===== src/rtl/huffman_pkg.sv =====
// Shared Huffman code table, widths and encoder state encoding.
// Optional statistics outputs are enabled with HUFFMAN_ENC_STATS_EN.
package huffman_pkg;

  localparam int WORD_W = 6;
  localparam int ACC_W  = 11;

  typedef enum logic [1:0] {
    ST_RUN   = 2'd0,
    ST_EMIT  = 2'd1,
    ST_FLUSH = 2'd2
  } enc_state_t;

  // Entries run from symbol 15 (leftmost) down to symbol 0; codes are right-aligned.
  localparam logic [15:0][5:0] CODE_TAB = {
    6'b000101, 6'b000100, 6'b000000, 6'b000111,
    6'b000000, 6'b000000, 6'b000111, 6'b000110,
    6'b001101, 6'b000011, 6'b000010, 6'b011001,
    6'b011000, 6'b000101, 6'b000100, 6'b000001
  };

  localparam logic [15:0][2:0] LEN_TAB = {
    3'd6, 3'd6, 3'd0, 3'd6,
    3'd0, 3'd4, 3'd4, 3'd6,
    3'd5, 3'd4, 3'd4, 3'd6,
    3'd6, 3'd4, 3'd4, 3'd1
  };

  localparam logic [15:0] ILLEGAL_MASK = 16'h2800;

endpackage


===== src/rtl/huffman_code_lut.sv =====
// Combinational symbol to {right-aligned code, length, illegal} lookup.
module huffman_code_lut
  import huffman_pkg::*;
(
  input  logic [3:0] symbol,
  output logic [5:0] code,
  output logic [2:0] len,
  output logic       illegal
);

  always_comb begin
    code    = CODE_TAB[symbol];
    len     = LEN_TAB[symbol];
    illegal = ILLEGAL_MASK[symbol];
  end

endmodule


===== src/rtl/huffman_encoder.sv =====
// Packs Huffman codes MSB-first into 6-bit words with flush of residual bits.
// Define HUFFMAN_ENC_STATS_EN to add sym_count/bit_count statistics outputs.
module huffman_encoder
  import huffman_pkg::*;
(
  input  logic              clk,
  input  logic              rst,
  input  logic [3:0]        symbol_in,
  input  logic              sym_valid,
  output logic              sym_ready,
  input  logic              flush,
  output logic [WORD_W-1:0] encodedData,
  output logic              load,
  input  logic              out_ready,
  output logic [2:0]        out_bits,
  output logic              flush_done,
  output logic              sym_err
`ifdef HUFFMAN_ENC_STATS_EN
  ,
  output logic [15:0]       sym_count,
  output logic [19:0]       bit_count
`endif
);

  enc_state_t       state, state_n;
  logic [ACC_W-1:0] acc, acc_n, placed;
  logic [3:0]       cnt, cnt_n, shamt;
  logic             flush_pend, pend_n;
  logic             done_n, err_n, accept;
  logic [5:0]       lut_code;
  logic [2:0]       lut_len;
  logic             lut_illegal;

  huffman_code_lut u_lut (
    .symbol  (symbol_in),
    .code    (lut_code),
    .len     (lut_len),
    .illegal (lut_illegal)
  );

  assign accept = sym_valid && sym_ready;
  // cnt <= 5 in RUN and len <= 6, so the shift never goes negative.
  assign shamt  = 4'(ACC_W) - cnt - {1'b0, lut_len};
  assign placed = {5'b0, lut_code} << shamt;

  always_ff @(posedge clk) begin
    if (!rst) begin
      state      <= ST_RUN;
      acc        <= '0;
      cnt        <= '0;
      flush_pend <= 1'b0;
      flush_done <= 1'b0;
      sym_err    <= 1'b0;
    end else begin
      state      <= state_n;
      acc        <= acc_n;
      cnt        <= cnt_n;
      flush_pend <= pend_n;
      flush_done <= done_n;
      sym_err    <= err_n;
    end
  end

  always_comb begin
    state_n = state;
    acc_n   = acc;
    cnt_n   = cnt;
    pend_n  = flush_pend | flush;
    done_n  = 1'b0;
    err_n   = 1'b0;
    case (state)
      ST_RUN: begin
        if (accept) begin
          if (lut_illegal) begin
            err_n = 1'b1;
          end else begin
            acc_n = acc | placed;
            cnt_n = cnt + {1'b0, lut_len};
          end
        end
        // A full word always drains before any pending flush is honoured.
        if (cnt_n >= 4'd6) begin
          state_n = ST_EMIT;
        end else if (pend_n) begin
          if (cnt_n == 4'd0) begin
            pend_n = 1'b0;
            done_n = 1'b1;
          end else begin
            state_n = ST_FLUSH;
          end
        end
      end
      ST_EMIT: begin
        if (out_ready) begin
          acc_n   = acc << WORD_W;
          cnt_n   = cnt - 4'd6;
          state_n = ST_RUN;
        end
      end
      ST_FLUSH: begin
        if (out_ready) begin
          acc_n   = '0;
          cnt_n   = '0;
          pend_n  = 1'b0;
          done_n  = 1'b1;
          state_n = ST_RUN;
        end
      end
      default: state_n = ST_RUN;
    endcase
  end

  always_comb begin
    load        = (state == ST_EMIT) || (state == ST_FLUSH);
    sym_ready   = rst && (state == ST_RUN) && (cnt < 4'd6);
    encodedData = load ? acc[ACC_W-1 -: WORD_W] : '0;
    out_bits    = 3'd0;
    if (state == ST_EMIT)  out_bits = 3'd6;
    if (state == ST_FLUSH) out_bits = cnt[2:0];
  end

`ifdef HUFFMAN_ENC_STATS_EN
  always_ff @(posedge clk) begin
    if (!rst) begin
      sym_count <= '0;
      bit_count <= '0;
    end else if (state == ST_RUN && accept && !lut_illegal) begin
      sym_count <= sym_count + 16'd1;
      bit_count <= bit_count + {17'd0, lut_len};
    end
  end
`endif

endmodule


===== config.mk =====
export PLATFORM = sky130hd
export DESIGN_NAME = huffman_encoder
export DESIGN_NICKNAME = d
export VERILOG_FILES = /design/src/rtl/huffman_pkg.sv /design/src/rtl/huffman_code_lut.sv /design/src/rtl/huffman_encoder.sv
export SDC_FILE = /design/constraint.sdc
export NUM_CORES = 1
export LEC_CHECK = 0
export CORE_AREA = 3 3 84 62
export CTS_CLUSTER_DIAMETER = 60
export DETAILED_ROUTE_END_ITERATION = 8
export DIE_AREA = 0 0 87 65
export HOLD_SLACK_MARGIN = 0.12
export PLACE_DENSITY_LB_ADDON = 0.1
export SYNTH_ARGS = -nofsm -noshare
export SYNTH_HDL_FRONTEND = slang
export SYNTH_SLANG_ARGS = --single-unit

===== constraint.sdc =====
create_clock -name clk -period 7.7 [get_ports clk]
set_input_delay 1.925 -clock clk [delete_from_list [all_inputs] [get_ports clk]]
set_output_delay 1.925 -clock clk [all_outputs]
set_load 0.005 [all_outputs]

# --- Word-level counts from Yosys, hierarchy flattened ---
# Memory sizes are Yosys's and may differ from the RTL's.
# Index checks and enable logic that the tools add are counted.
op_classes:
  mux: 33
  shift: 1
  addsub: 4
  eq_ne: 9
  n_reduce_logical: 12
  n_lt_le_gt_ge: 3
  bitwise: 2
op_table:
  columns: ["operator", "count"]
  rows:
  - ["11-bit 2-to-1 mux", 4]
  - ["11-bit case mux with 3 select lines", 1]
  - ["4-bit 2-to-1 mux", 5]
  - ["6-bit 2-to-1 mux", 2]
  - ["4-bit case mux with 3 select lines", 1]
  - ["11-bit OR", 1]
  - ["6-bit by 4-bit left shift with 11-bit output", 1]
  - ["1-bit 2-to-1 mux", 10]
  - ["3-bit 2-to-1 mux", 3]
  - ["3-bit AND reduction", 3]
  - ["2-bit 2-to-1 mux", 4]
  - ["2-bit inequality test, second input constant", 4]
  - ["3-bit inequality test, second input constant", 2]
  - ["4-bit by 5-bit < comparator with 1-bit output, second input constant", 1]
  - ["5-bit AND reduction", 1]
  - ["4-bit by 3-bit adder with 4-bit output", 1]
  - ["4-bit by 3-bit >= comparator with 1-bit output, second input constant", 1]
  - ["4-bit zero test", 1]
  - ["4-bit by 3-bit < comparator with 1-bit output, second input constant", 1]
  - ["1-bit case mux with 2 select lines", 2]
  - ["2-bit case mux with 2 select lines", 1]
  - ["4-bit by 3-bit subtractor with 4-bit output", 1]
  - ["4-bit by 3-bit subtractor with 4-bit output, second input constant", 1]
  - ["4-bit subtractor, first input constant", 1]
  - ["9 further kinds", 11]
totals:
  memories: 3
  in_bits: 9
  romBits: 160
  wordCells: 73
  ff_bits: 20
  output_inout_bits: 13
mem_list:
  columns: ["name", "words", "word_bits", "read_ports", "rd_ports_with_merged_regs", "wr", "line", "source"]
  rows:
  - ["(no name shown)", 16, 6, 1, 0, 0, "huffman_code_lut.sv:12", "code = CODE_TAB[symbol];"]
  - ["(no name shown)", 16, 3, 1, 0, 0, "huffman_code_lut.sv:13", "len = LEN_TAB[symbol];"]
  - ["(no name shown)", 16, 1, 1, 0, 0, "huffman_code_lut.sv:14", "illegal = ILLEGAL_MASK[symbol];"]

# --- Depth between registers and ports, before layout ---
logic_depth:
  ltp_word: 11
  mapped_depth: 15
  ltp_nobuf: 15

# --- By module ---
# From an unflattened synthesis, not the netlist that was laid out.
unflattened:
  hier_cells: 225
  hier_area_um2: 1884.3
modules_own_cells:
  columns: ["module", "area_per_inst_um2", "cells_each", "seq_area_each_um2", "instances"]
  rows:
  - ["huffman_encoder", 1602.8, 191, 400.4, 1]
  - ["huffman_code_lut", 281.5, 34, 0.0, 1]

# --- Worst setup path before layout ---
# No wires, ideal clock.
synth_path:
  path_kind: "input-to-reg"
  start: "input symbol_in[3]"
  end: "register acc[4]"
  path_stages: 14
  path_slack_ns: 2.799
  setup_time_ns: 0.060
  t_required_ns: 7.640
  arrival_time_ns: 4.842
  n_path_buf: 3
  path_cell_list: "buf_2 clkbuf_1 nand2_1 o21ai_0 inv_1 ha_1 ha_1 inv_1 fa_1 buf_1 inv_1 or4_1 o211ai_1 a22o_1"
synth_between:
  elab_chain_cells: 8
  elab_cells_between_ends: 14
  classes_between: "add/sub: 1; eq/ne: 1; shift: 1; mux: 6; bitwise: 1; reduce/logical: 1; memory: 3"
synth_lines:
  columns: ["item", "line", "source"]
  rows:
  - ["from (decl)", "huffman_encoder.sv:8", "input logic [3:0] symbol_in,"]
  - ["memory read 16 x 3 bit", null, null]
  - ["3-bit 2-to-1 mux (implied by the code)", "huffman_code_lut.sv:13", null]
  - ["4-bit by 3-bit subtractor with 4-bit output", "huffman_encoder.sv:43", "assign shamt = 4'(ACC_W) - cnt - {1'b0, lut_len};"]
  - ["6-bit by 4-bit left shift with 11-bit output", "huffman_encoder.sv:44", "assign placed = {5'b0, lut_code} << shamt;"]
  - ["11-bit OR", "huffman_encoder.sv:77", "acc_n = acc | placed;"]
  - ["11-bit 2-to-1 mux", "huffman_encoder.sv:74", "if (lut_illegal) begin"]
  - ["11-bit 2-to-1 mux", "huffman_encoder.sv:73", "if (accept) begin"]
  - ["11-bit case mux with 3 select lines", "huffman_encoder.sv:71", "case (state)"]
  - ["to (signal assigned)", "huffman_encoder.sv:56", "acc <= acc_n;"]
  - ["to (decl)", "huffman_encoder.sv:26", "logic [ACC_W-1:0] acc, acc_n, placed;"]
# Several ways; a longest one is shown, not always the timed one. The select of a mux whose other input is x is not followed.
# A chain may end at the register's enable or synchronous reset.

# --- Worst setup path after layout ---
layout_path:
  start: "input symbol_in[1]"
  end: "register acc[4]"
# Same word-level chain as after synthesis.

==> impl_results.md <==
* Status: complete, no violations
* # hold bufs at CTS at 0
* Dpl cells at 314
* Syn. warnings at 0
* Synth Area in XOR/XNOR at 0.0157
* Via density at 5.84
* VDD IR max at 0.000140 V
* Largest net degree at the start of global routing at 22
* Post-DP HPWL at 3850 um
* Initial Utilization at 0.455
* Clock-pin slew on the worst setup and hold paths at 80 ps
* Cts bufs inserted at 3
* Final Wtd Congestion at 0.836
* Post-Syn Instances at 252
* Number of port buffers at 21
* GR Overflow Total at 0
* Setup TNS at 0 ps
* Static Leak at 0.000905 uW
* M1 WL at 2690 um
* Final non-filler cell total at 318
* Net count, final at 290
* Die Area at 0.00566 mm^2
* Tmin final at 5410 ps
* First-pass GRT wire length at 8450 um
* Worst r2r src: cnt[1]
* Wire length on met3 at 418 um
* Worst reg2reg path depth at 9
* Reg2reg setup slack at 4700 ps
* CP Capture Type: register
* Routed wire length at 5060 um
* Post-route DRC violation count at 0
* Number of antenna violations at the first check in global routing at 0
* Clk_skew at 5.70 ps
* Row count at 20
* Crit path to: acc[4]
* Tcrit/Tclk final at 0.703
* Worst flop-to-flop path endpoint: acc[4]
* Post-synth cell types at 61
* Drt initial violations at 158
* CTS sink cnt at 20
* Root Driver: clkbuf_8
* CP required at 7910 ps
* Simple-Gate Fraction of Synth Area at 0.264
* Synth Area in Adders at 0.114
* Placed cell areas at 0.00221 mm^2
* Relative slew slack at 0.455
* Slew @ Worst Pin at 815 ps
* ANT cells at 0
* Worst setup margin at 2290 ps
* Synth Area in Compound Gates at 0.273
* PD cells at 291 mW/mm^2
* Final hold viol count at 0
* EDFF count, synth at 0
* Hold Crit Class: register to register
* Fillers at 447
* DR vias at 1,856
* Clock Latency Late Sink at 260 ps
* Max-cap violations at 0
* Post-synthesis mux area share at 0.0723
* Worst setup SP type: input pin
* Vias in the first global route at 1,681
* RSZ-0062 raised after global routing: no
* Die height at 65 um
* Resized cells post-CTS at 0
* Critical-path maximum fanout at 10
* Final setup fails at 0
* CTS tree: yes
* Post-CTS Setup Bufs at 0
* Layout area overhead at 14.5%
* Post-place setup slack at 2030 ps
* Synthesized Nets at 278
* Main synth FF type: dfxtp_1
* Register area share after synthesis at 0.201
* Synthesized flop and latch total at 20
* Chip Width at 87 um
* Largest family of logic cells by synthesized area: compound AO/OA/AOI/OAI gates
* Worst Path Arrival at 5620 ps
* Top Layer Used: met4
* GRT Total Usage at 0.187
* Fmax at 0.185 GHz
* IO Pins at 22
* Met2 WL post-DR at 1930 um
* Core area at 0.00438 mm^2
* Share of layout cells above drive strength 1 at 0.0418
* Crit. Startpoint: symbol_in[1]
* CTS H-Tree Depth at 1
* Syn Std Cell Area at 0.00199 mm^2
* Worst Path Class, Setup: input pin to register
* Clk buf depth at 2
* Final ANT Viol Nets at 0
* Wire per inst at 15.9 um
* Asr flop ratio synth at 0
* DRT Pass-1 Iters at 4
* Mean area per synthesized cell at 7.90 um^2
* Final core utilization at 0.521
* Design Area, Final at 0.00228 mm^2
* Final Max Tran Viols at 0
power breakdown:
group | total, uW | internal (uW) | switching (uW)
combinational | 406 | 167 | 239
sequential | 151 | 128 | 23.3
clock | 106 | 69.4 | 36.6
cell type report:
cell class | instances | area [um^2] | share of cell area
multi-input cells | 203 | 1470 | 0.646
flip-flops and latches | 20 | 400 | 0.176
repair buffers | 21 | 210 | 0.0922
well taps | 55 | 68.8 | 0.0302
inverters | 15 | 56.3 | 0.0247
clock buffers | 3 | 41.3 | 0.0181
clock inverters | 1 | 30.0 | 0.0132
through the flow:
step	hold slack (ps)	power, uW
final	472	663
after global routing	497	720
after CTS	475	663
after detailed placement	455	553
after global placement	448	557
after floorplan	434	448
flip-flops by register name, summed over array words and instances, names as in the netlist:
name and count:
acc 11, cnt 4, flush_done 1, state 2
sym_err 1, flush_pend 1
per-layer routing:
layer  up-vias  global-route usage
met4         0              0.0253
met1       844               0.318
met3         2              0.0356
li1        940                   -
met5         -                   0
met2        70               0.234
cell usage after synthesis, types with 3 or more instances:
library cell	count	share of area
nor2b_1	7	0.022
nand2_1	24	0.045
and2_1	13	0.041
o211ai_1	6	0.023
clkbuf_1	11	0.021
a21o_1	3	0.011
and3_1	3	0.0094
a32oi_1	4	0.018
o21ai_1	6	0.015
nor2_1	15	0.028
dfxtp_1	20	0.20
o21ai_0	5	0.013
o21a_1	5	0.019
nor3_1	5	0.013
inv_1	15	0.028
or3_1	6	0.019
nand3_1	8	0.020
a22o_1	4	0.018
a21oi_1	13	0.033
ha_1	15	0.094
nand2b_1	9	0.028
mux2i_1	7	0.035
worst max-delay path: stages:
cell,delay (ps)
clkdlybuf4s50_1,510
inv_1,140
ha_1,280
nand2_1,100
a21o_1,200
o21ai_0,100
inv_1,120
ha_1,320
ha_1,150
inv_1,50
fa_1,710
inv_1,210
or4_1,530
o211ai_1,120
a22o_1,150
layout by cell type (no fill, tap or decap), types with 3 or more instances in the layout:
cell	netlist	final
a21oi_1	13	13
ha_1	15	15
a32oi_1	4	4
o21a_1	5	5
nor2_1	15	15
clkbuf_8	0	3
clkdlybuf4s50_1	0	21
nand2_1	24	24
inv_1	15	15
o21ai_0	5	5
nand2b_1	9	9
nand3_1	8	8
nor2b_1	7	7
a22o_1	4	4
o211ai_1	6	6
o21ai_1	6	6
nor3_1	5	5
or3_1	6	6
and3_1	3	3
and2_1	13	13
a21o_1	3	3
mux2i_1	7	7
dfxtp_1	20	20
cells by family after synthesis:
| logic type | after synthesis |
|---|---|
| buffers and inverters | 29 |
| multiplexers | 12 |
| AND/OR/NAND/NOR | 100 |
| AO/OA/AOI/OAI | 72 |
| adder cells (fa/ha/maj) | 17 |
| XOR/XNOR | 2 |
| flip-flops | 20 |
worst min path at each step:
| stage | slack [ps] | end | cells after the start | from |
|---|---|---|---|---|
| floorplan | 430 | acc[10] | 1 | acc[10] |
| global placement | 450 | acc[5] | 1 | acc[5] |
| detailed placement | 450 | acc[2] | 1 | acc[2] |
| CTS | 470 | acc[2] | 1 | acc[2] |
| global route | 500 | acc[3] | 1 | acc[3] |
| finish | 470 | acc[2] | 1 | acc[2] |
(Power assumes the default switching activity.)
